$ cat config.mk
export PLATFORM = sky130hd
export DESIGN_NAME = pu_msp430_trace_buffer
export DESIGN_NICKNAME = d
export VERILOG_FILES = /design/src/rtl/pu_msp430_trace_buffer.sv
export SDC_FILE = /design/constraint.sdc
export NUM_CORES = 1
export LEC_CHECK = 0
export ABC_AREA = 1
export CELL_PAD_IN_SITES_DETAIL_PLACEMENT = 0
export CELL_PAD_IN_SITES_GLOBAL_PLACEMENT = 1
export CORE_UTILIZATION = 46
export CTS_BUF_LIST = sky130_fd_sc_hd__clkbuf_16
export CTS_CLUSTER_SIZE = 40
export DETAILED_ROUTE_END_ITERATION = 12
export PLACE_DENSITY = 0.83
export SYNTH_ARGS = -nofsm -noshare
export SYNTH_HDL_FRONTEND = slang
export SYNTH_SLANG_ARGS = --single-unit
$ cat constraint.sdc
create_clock -name mclk -period 5.4 [get_ports mclk]
set_input_delay 1.08 -clock mclk [delete_from_list [all_inputs] [get_ports mclk]]
set_output_delay 1.08 -clock mclk [all_outputs]
set_load 0.01 [all_outputs]
$ cat src/rtl/pu_msp430_trace_buffer.sv
// MSP430 execution trace recorder: closes each instruction into a record at the next
// decode boundary and queues it in a FIFO with PC-match triggering and drop accounting.
module pu_msp430_trace_buffer #(
    parameter int DEPTH    = 16,
    parameter int CYC_W    = 8,
    parameter int POST_CNT = 4
) (
    input  logic                      mclk,
    input  logic                      puc_rst,
    input  logic                      decode,
    input  logic [15:0]               ir,
    input  logic [15:0]               pc,
    input  logic                      irq_detect,
    input  logic [3:0]                irq_num,
    input  logic                      trace_en,
    input  logic                      trig_en,
    input  logic [15:0]               trig_pc,
    input  logic                      clr,
    input  logic                      rd_ready,
    output logic                      rd_valid,
    output logic [36+CYC_W:0]         rd_data,
    output logic [$clog2(DEPTH):0]    level,
    output logic                      overflow,
    output logic [7:0]                drop_cnt,
    output logic                      triggered
);

    localparam int AW = $clog2(DEPTH);
    localparam int RW = 37 + CYC_W;
    localparam int PW = $clog2(POST_CNT + 1) + 1;
    localparam logic [CYC_W-1:0] CNT_MAX  = {CYC_W{1'b1}};
    localparam logic [AW:0]      FULL_LVL = (AW + 1)'(DEPTH);
    localparam logic [PW-1:0]    POST_LIM = PW'(POST_CNT);

    typedef enum logic [1:0] {
        ST_ARMED   = 2'd0,
        ST_POST    = 2'd1,
        ST_STOPPED = 2'd2
    } state_t;

    logic [15:0]      cur_pc_q, cur_pc_d, cur_op_q, cur_op_d;
    logic             cur_irq_q, cur_irq_d, have_prev_q, have_prev_d;
    logic [3:0]       cur_irq_num_q, cur_irq_num_d;
    logic [CYC_W-1:0] cnt_q, cnt_d;
    logic [AW-1:0]    wr_ptr_q, wr_ptr_d, rd_ptr_q, rd_ptr_d;
    logic [AW:0]      level_q, level_d;
    logic             overflow_q, overflow_d;
    logic [7:0]       drop_cnt_q, drop_cnt_d;
    state_t           state_q, state_d;
    logic [PW-1:0]    post_q, post_d, post_inc_s;
    logic [RW-1:0]    mem_q [DEPTH];

    logic          qual_s, accept_s, push_s, pop_s, drop_s, empty_s;
    logic [RW-1:0] cand_rec_s;

    assign empty_s    = (level_q == '0);
    assign cand_rec_s = {cur_irq_q, cur_irq_num_q, cnt_q, cur_op_q, cur_pc_q};
    assign qual_s     = decode && have_prev_q && trace_en && (state_q != ST_STOPPED);
    assign pop_s      = !empty_s && rd_ready && !clr;
    // A full FIFO still accepts when the head leaves on the same edge
    assign accept_s   = qual_s && ((level_q != FULL_LVL) || (!empty_s && rd_ready));
    assign push_s     = accept_s && !clr;
    assign drop_s     = qual_s && !accept_s && !clr;
    assign post_inc_s = post_q + PW'(1);

    // Next-state computation for instruction latch, FIFO bookkeeping and trigger FSM
    always_comb begin
        cur_pc_d      = cur_pc_q;
        cur_op_d      = cur_op_q;
        cur_irq_d     = cur_irq_q;
        cur_irq_num_d = cur_irq_num_q;
        have_prev_d   = have_prev_q;
        cnt_d         = cnt_q;
        wr_ptr_d      = wr_ptr_q;
        rd_ptr_d      = rd_ptr_q;
        level_d       = level_q;
        overflow_d    = overflow_q;
        drop_cnt_d    = drop_cnt_q;
        state_d       = state_q;
        post_d        = post_q;

        if (decode) begin
            cur_pc_d      = pc;
            cur_op_d      = ir;
            cur_irq_d     = irq_detect;
            cur_irq_num_d = irq_num;
            have_prev_d   = 1'b1;
            cnt_d         = CYC_W'(1);
        end else if (cnt_q != CNT_MAX) begin
            cnt_d = cnt_q + CYC_W'(1);
        end else begin
            cnt_d = cnt_q;
        end

        // Flush wins over any same-cycle push/pop; the cycle counter keeps running
        if (clr) begin
            have_prev_d = 1'b0;
            wr_ptr_d    = '0;
            rd_ptr_d    = '0;
            level_d     = '0;
            overflow_d  = 1'b0;
            drop_cnt_d  = 8'd0;
            state_d     = ST_ARMED;
            post_d      = '0;
        end else begin
            if (push_s) begin
                wr_ptr_d = wr_ptr_q + AW'(1);
            end else begin
                wr_ptr_d = wr_ptr_q;
            end
            if (pop_s) begin
                rd_ptr_d = rd_ptr_q + AW'(1);
            end else begin
                rd_ptr_d = rd_ptr_q;
            end
            if (push_s && !pop_s) begin
                level_d = level_q + (AW + 1)'(1);
            end else if (pop_s && !push_s) begin
                level_d = level_q - (AW + 1)'(1);
            end else begin
                level_d = level_q;
            end
            if (drop_s) begin
                overflow_d = 1'b1;
                if (drop_cnt_q != 8'hFF) begin
                    drop_cnt_d = drop_cnt_q + 8'd1;
                end else begin
                    drop_cnt_d = drop_cnt_q;
                end
            end else begin
                overflow_d = overflow_q;
            end

            case (state_q)
                ST_ARMED: begin
                    if (push_s && trig_en && (cur_pc_q == trig_pc)) begin
                        post_d  = '0;
                        state_d = (POST_CNT == 0) ? ST_STOPPED : ST_POST;
                    end else begin
                        state_d = ST_ARMED;
                    end
                end
                ST_POST: begin
                    if (push_s) begin
                        post_d  = post_inc_s;
                        state_d = (post_inc_s == POST_LIM) ? ST_STOPPED : ST_POST;
                    end else begin
                        state_d = ST_POST;
                    end
                end
                ST_STOPPED: state_d = ST_STOPPED;
                default:    state_d = ST_ARMED;
            endcase
        end
    end

    // State registers with synchronous reset
    always_ff @(posedge mclk) begin
        if (puc_rst) begin
            cur_pc_q      <= 16'd0;
            cur_op_q      <= 16'd0;
            cur_irq_q     <= 1'b0;
            cur_irq_num_q <= 4'd0;
            have_prev_q   <= 1'b0;
            cnt_q         <= '0;
            wr_ptr_q      <= '0;
            rd_ptr_q      <= '0;
            level_q       <= '0;
            overflow_q    <= 1'b0;
            drop_cnt_q    <= 8'd0;
            state_q       <= ST_ARMED;
            post_q        <= '0;
        end else begin
            cur_pc_q      <= cur_pc_d;
            cur_op_q      <= cur_op_d;
            cur_irq_q     <= cur_irq_d;
            cur_irq_num_q <= cur_irq_num_d;
            have_prev_q   <= have_prev_d;
            cnt_q         <= cnt_d;
            wr_ptr_q      <= wr_ptr_d;
            rd_ptr_q      <= rd_ptr_d;
            level_q       <= level_d;
            overflow_q    <= overflow_d;
            drop_cnt_q    <= drop_cnt_d;
            state_q       <= state_d;
            post_q        <= post_d;
        end
    end

    // Record storage; contents are don't-care until written, the read port is gated when empty
    always_ff @(posedge mclk) begin
        if (push_s && !puc_rst) begin
            mem_q[wr_ptr_q] <= cand_rec_s;
        end
    end

    assign rd_valid  = !empty_s;
    assign rd_data   = empty_s ? '0 : mem_q[rd_ptr_q];
    assign level     = level_q;
    assign overflow  = overflow_q;
    assign drop_cnt  = drop_cnt_q;
    assign triggered = (state_q != ST_ARMED);

endmodule

==> out/qor.csv, run 1 <==
metric,value,unit
finalSetupViolations,0,
vias_per_cell,5.79,
track_usage,22.8,%
final_antenna_net_count,0,
synth_nets,2515,
register_area,23200,um2
synth_commonest_cells,"edfxtp_1 (720), nor2_1 (339), o21ai_0 (236), o21bai_1 (181), o211ai_1 (136)",
multi_input_area,8070,um2
finalMaxSlewViolations,0,
yosysTopAreaCell,edfxtp_1,
min_period,4.81,ns
nets,2606,
cts-resized-gates,0,
wl_per_cell,22.8,um
ys_warn_count,0,
syn_area,32300,um2
drt_iter0_markers,1853,
final.setup_skew,0.0232,ns
path_cells,"buf_12, o21a_1, o21ai_0, o211ai_1, nand3_1, a21oi_1, clkdlybuf4s50_1",
crit_fanout,163,
die_h,267,um
syn_area_per_cell,13.2,um2
crit_type,reg2out,
ir_drop,237,uV
seq_area_frac_synth,71.8,%
hold_path.class,reg2reg,
powerDensity,337,nW/um2
synth.top_cells.by_area,"edfxtp_1 (67%), dfxtp_1 (4.8%), o21bai_1 (4.2%)",
tritoncts,done,
tns,0,ns
crit_required,4.32,ns
hold_buffers,0,
cts_buffers,82,
die_width,267,um
n_fill_cell,5628,
clock_latency,0.63,ns
io_pins,121,
htree_num_levels,3,
timing_worst_slew_pin_value,1.01,ns
synth_top_area_share,67.0,%
fmax,208,MHz
postPlaceCellArea,34500,um2
stdcell_area,37000,um2
pwr-share-seq,54.9,%
clk_path_buf_depth,3,
synth_edf_count,720,
synthCells,2440,
max_stage_delay,0.79,ns
status,"finished, final reports clean",
synth.ff_latch_count,798,
slew-limit-headroom,32.9,%
crit_buf_inv,2,
switching_share,20.5,%
first_pass_iters,7,
areaGrowthSynthToFinish,14.6,%
drv_cap,0,
root_buffer,clkbuf_16,
finalCritPeriodShare,89.1,%
leakage,0.0121,uW
rsz0062_at_grt,no,
cp-start-kind,flip-flop,
gp_congestion,0.776,
yosysUniqueCellTypes,34,
p_sw,2560,uW
arrival,3.73,ns
async_flop_share,0,%
combPwrFrac,2.1,%
core,68900,um2
slowest_stage,dfxtp_4,
path_delay_family,buffers and inverters,
ys.flop_type,edfxtp_1,
clock_sinks,798,
dpl.hpwl,41.1,mm
drive_above_1_share,7.66,%
cell_internal_pwr,9930,uW
dieArea,71200,um2
clk_pin_slew_worst_paths,0.06,ns
cp-end-kind,primary output,
rows,96,
vias,20440,
port_buffers,120,
diodes,0,
drt_wl_total,80.5,mm
antenna_found_initial,2,
grt_pass1_wl,122,mm
start_util,46.8,%
grt_max_degree,164,
hold_viol_final,0,
grt-ovfl-total,0,
p_clk_share,42.9,%
cts_setup_buffers,0,
synth.most_common_cell,edfxtp_1,
drc_errors,0,
grt_pass1_vias,20265,
==> cells by family (layout without fill, tap and decap cells) <==
| group | after synthesis | in the layout | synth area share [%] |
|---|---|---|---|
| flops | 798 | 798 | 71.8 |
| fa+ha+maj | 15 | 15 | 0.605 |
| xor+xnor | 8 | 8 | 0.217 |
| simple gates | 559 | 559 | 7.11 |
| buf+inv | 241 | 400 | 3.48 |
| compound gates | 819 | 819 | 16.8 |
==> worst paths after layout <==
| check | startpoint | end | slack (ns) | cells past startpoint |
|---|---|---|---|---|
| worst max-delay path | flip-flop | rd_data[7] | 0.59 | 7 |
| worst min-delay path | drop_cnt[4] | drop_cnt[4] | 0.47 | 2 |
| worst max register to register | level[3] | level[4] | 2.27 | 17 |
| worst min register to register | drop_cnt[4] | drop_cnt[4] | 0.47 | 2 |
==> state kept, by name (all words and copies together) (netlist names), named ones only <==
register       flops
cnt_q              8
cur_irq_num_q      4
cur_irq_q          1
cur_op_q          16
cur_pc_q          16
drop_cnt           8
have_prev_q        1
level              5
mem_q            720
overflow           1
post_q             4
rd_ptr_q           4
state_q            2
wr_ptr_q           4
==> worst min-delay path, stage by stage, from the launching register on <==
cell and delay [ns]:
dfxtp_1 0.32, inv_1 0.06, a21oi_1 0.05
==> metrics by stage <==
| step | worst slack [ns] | utilization, % | hold slack [ns] | power, uW | cells |
|---|---|---|---|---|---|
| 6_report | 0.589 | 53.7 | 0.469 | 12500 | 3530 |
| 5_1_grt | 0.470 | 53.7 | 0.492 | 12800 | 3530 |
| 4_1_cts | 0.622 | 53.7 | 0.474 | 12600 | 3530 |
| 3_5_place_dp | 1.31 | 50.0 | 0.458 | 7250 | 3378 |
| 3_3_place_gp | 1.28 | 50.0 | 0.451 | 7240 | 3378 |
| 2_1_floorplan | 0.0504 | - | 0.447 | 7090 | 2440 |
==> layout by cell type (no fill, tap or decap), drive strengths merged, types with 82 or more instances in the layout <==
master,synthesis,routed
o211ai,136,136
clkdlybuf4s50,0,120
o21bai,181,181
o21a,135,135
clkbuf,90,82
inv,74,101
nand2,86,86
a21oi,82,82
o21ai,236,236
edfxtp,720,720
nor2,341,341
nand3,114,114
==> metal layers <==
layer	vias to the layer above	routed length [um]	GRT usage, %
li1	9318	-	-
met1	10165	33700	31.3
met2	838	38800	37.3
met3	117	6320	3.73
met4	2	1670	6.83
met5	-	8	0
==> power groups by stage <==
stage / logic [uW] / registers [uW] / clock network [uW]
floorplan: 146 / 6940 / 0
global placement: 261 / 6980 / 0
detailed placement: 266 / 6990 / 0
CTS: 267 / 6860 / 5440
global route: 292 / 6870 / 5680
finish: 265 / 6860 / 5360
==> layout make-up <==
type / instances / share of cell area (%)
flip-flops and latches: 798 / 62.7
multi-input cells: 1401 / 21.8
clock buffers: 82 / 5.55
repair buffers: 173 / 4.69
well taps: 931 / 3.15
clock inverters: 70 / 1.32
inverters: 75 / 0.785
No activity file was read; power rests on OpenSTA's default activity.
==> run 2: changes to the inputs <==
- GPL_ROUTABILITY_DRIVEN: unset -> 0
==> results of run 2 <==
Final layout, timing and power as in run 1 (identical DEF).
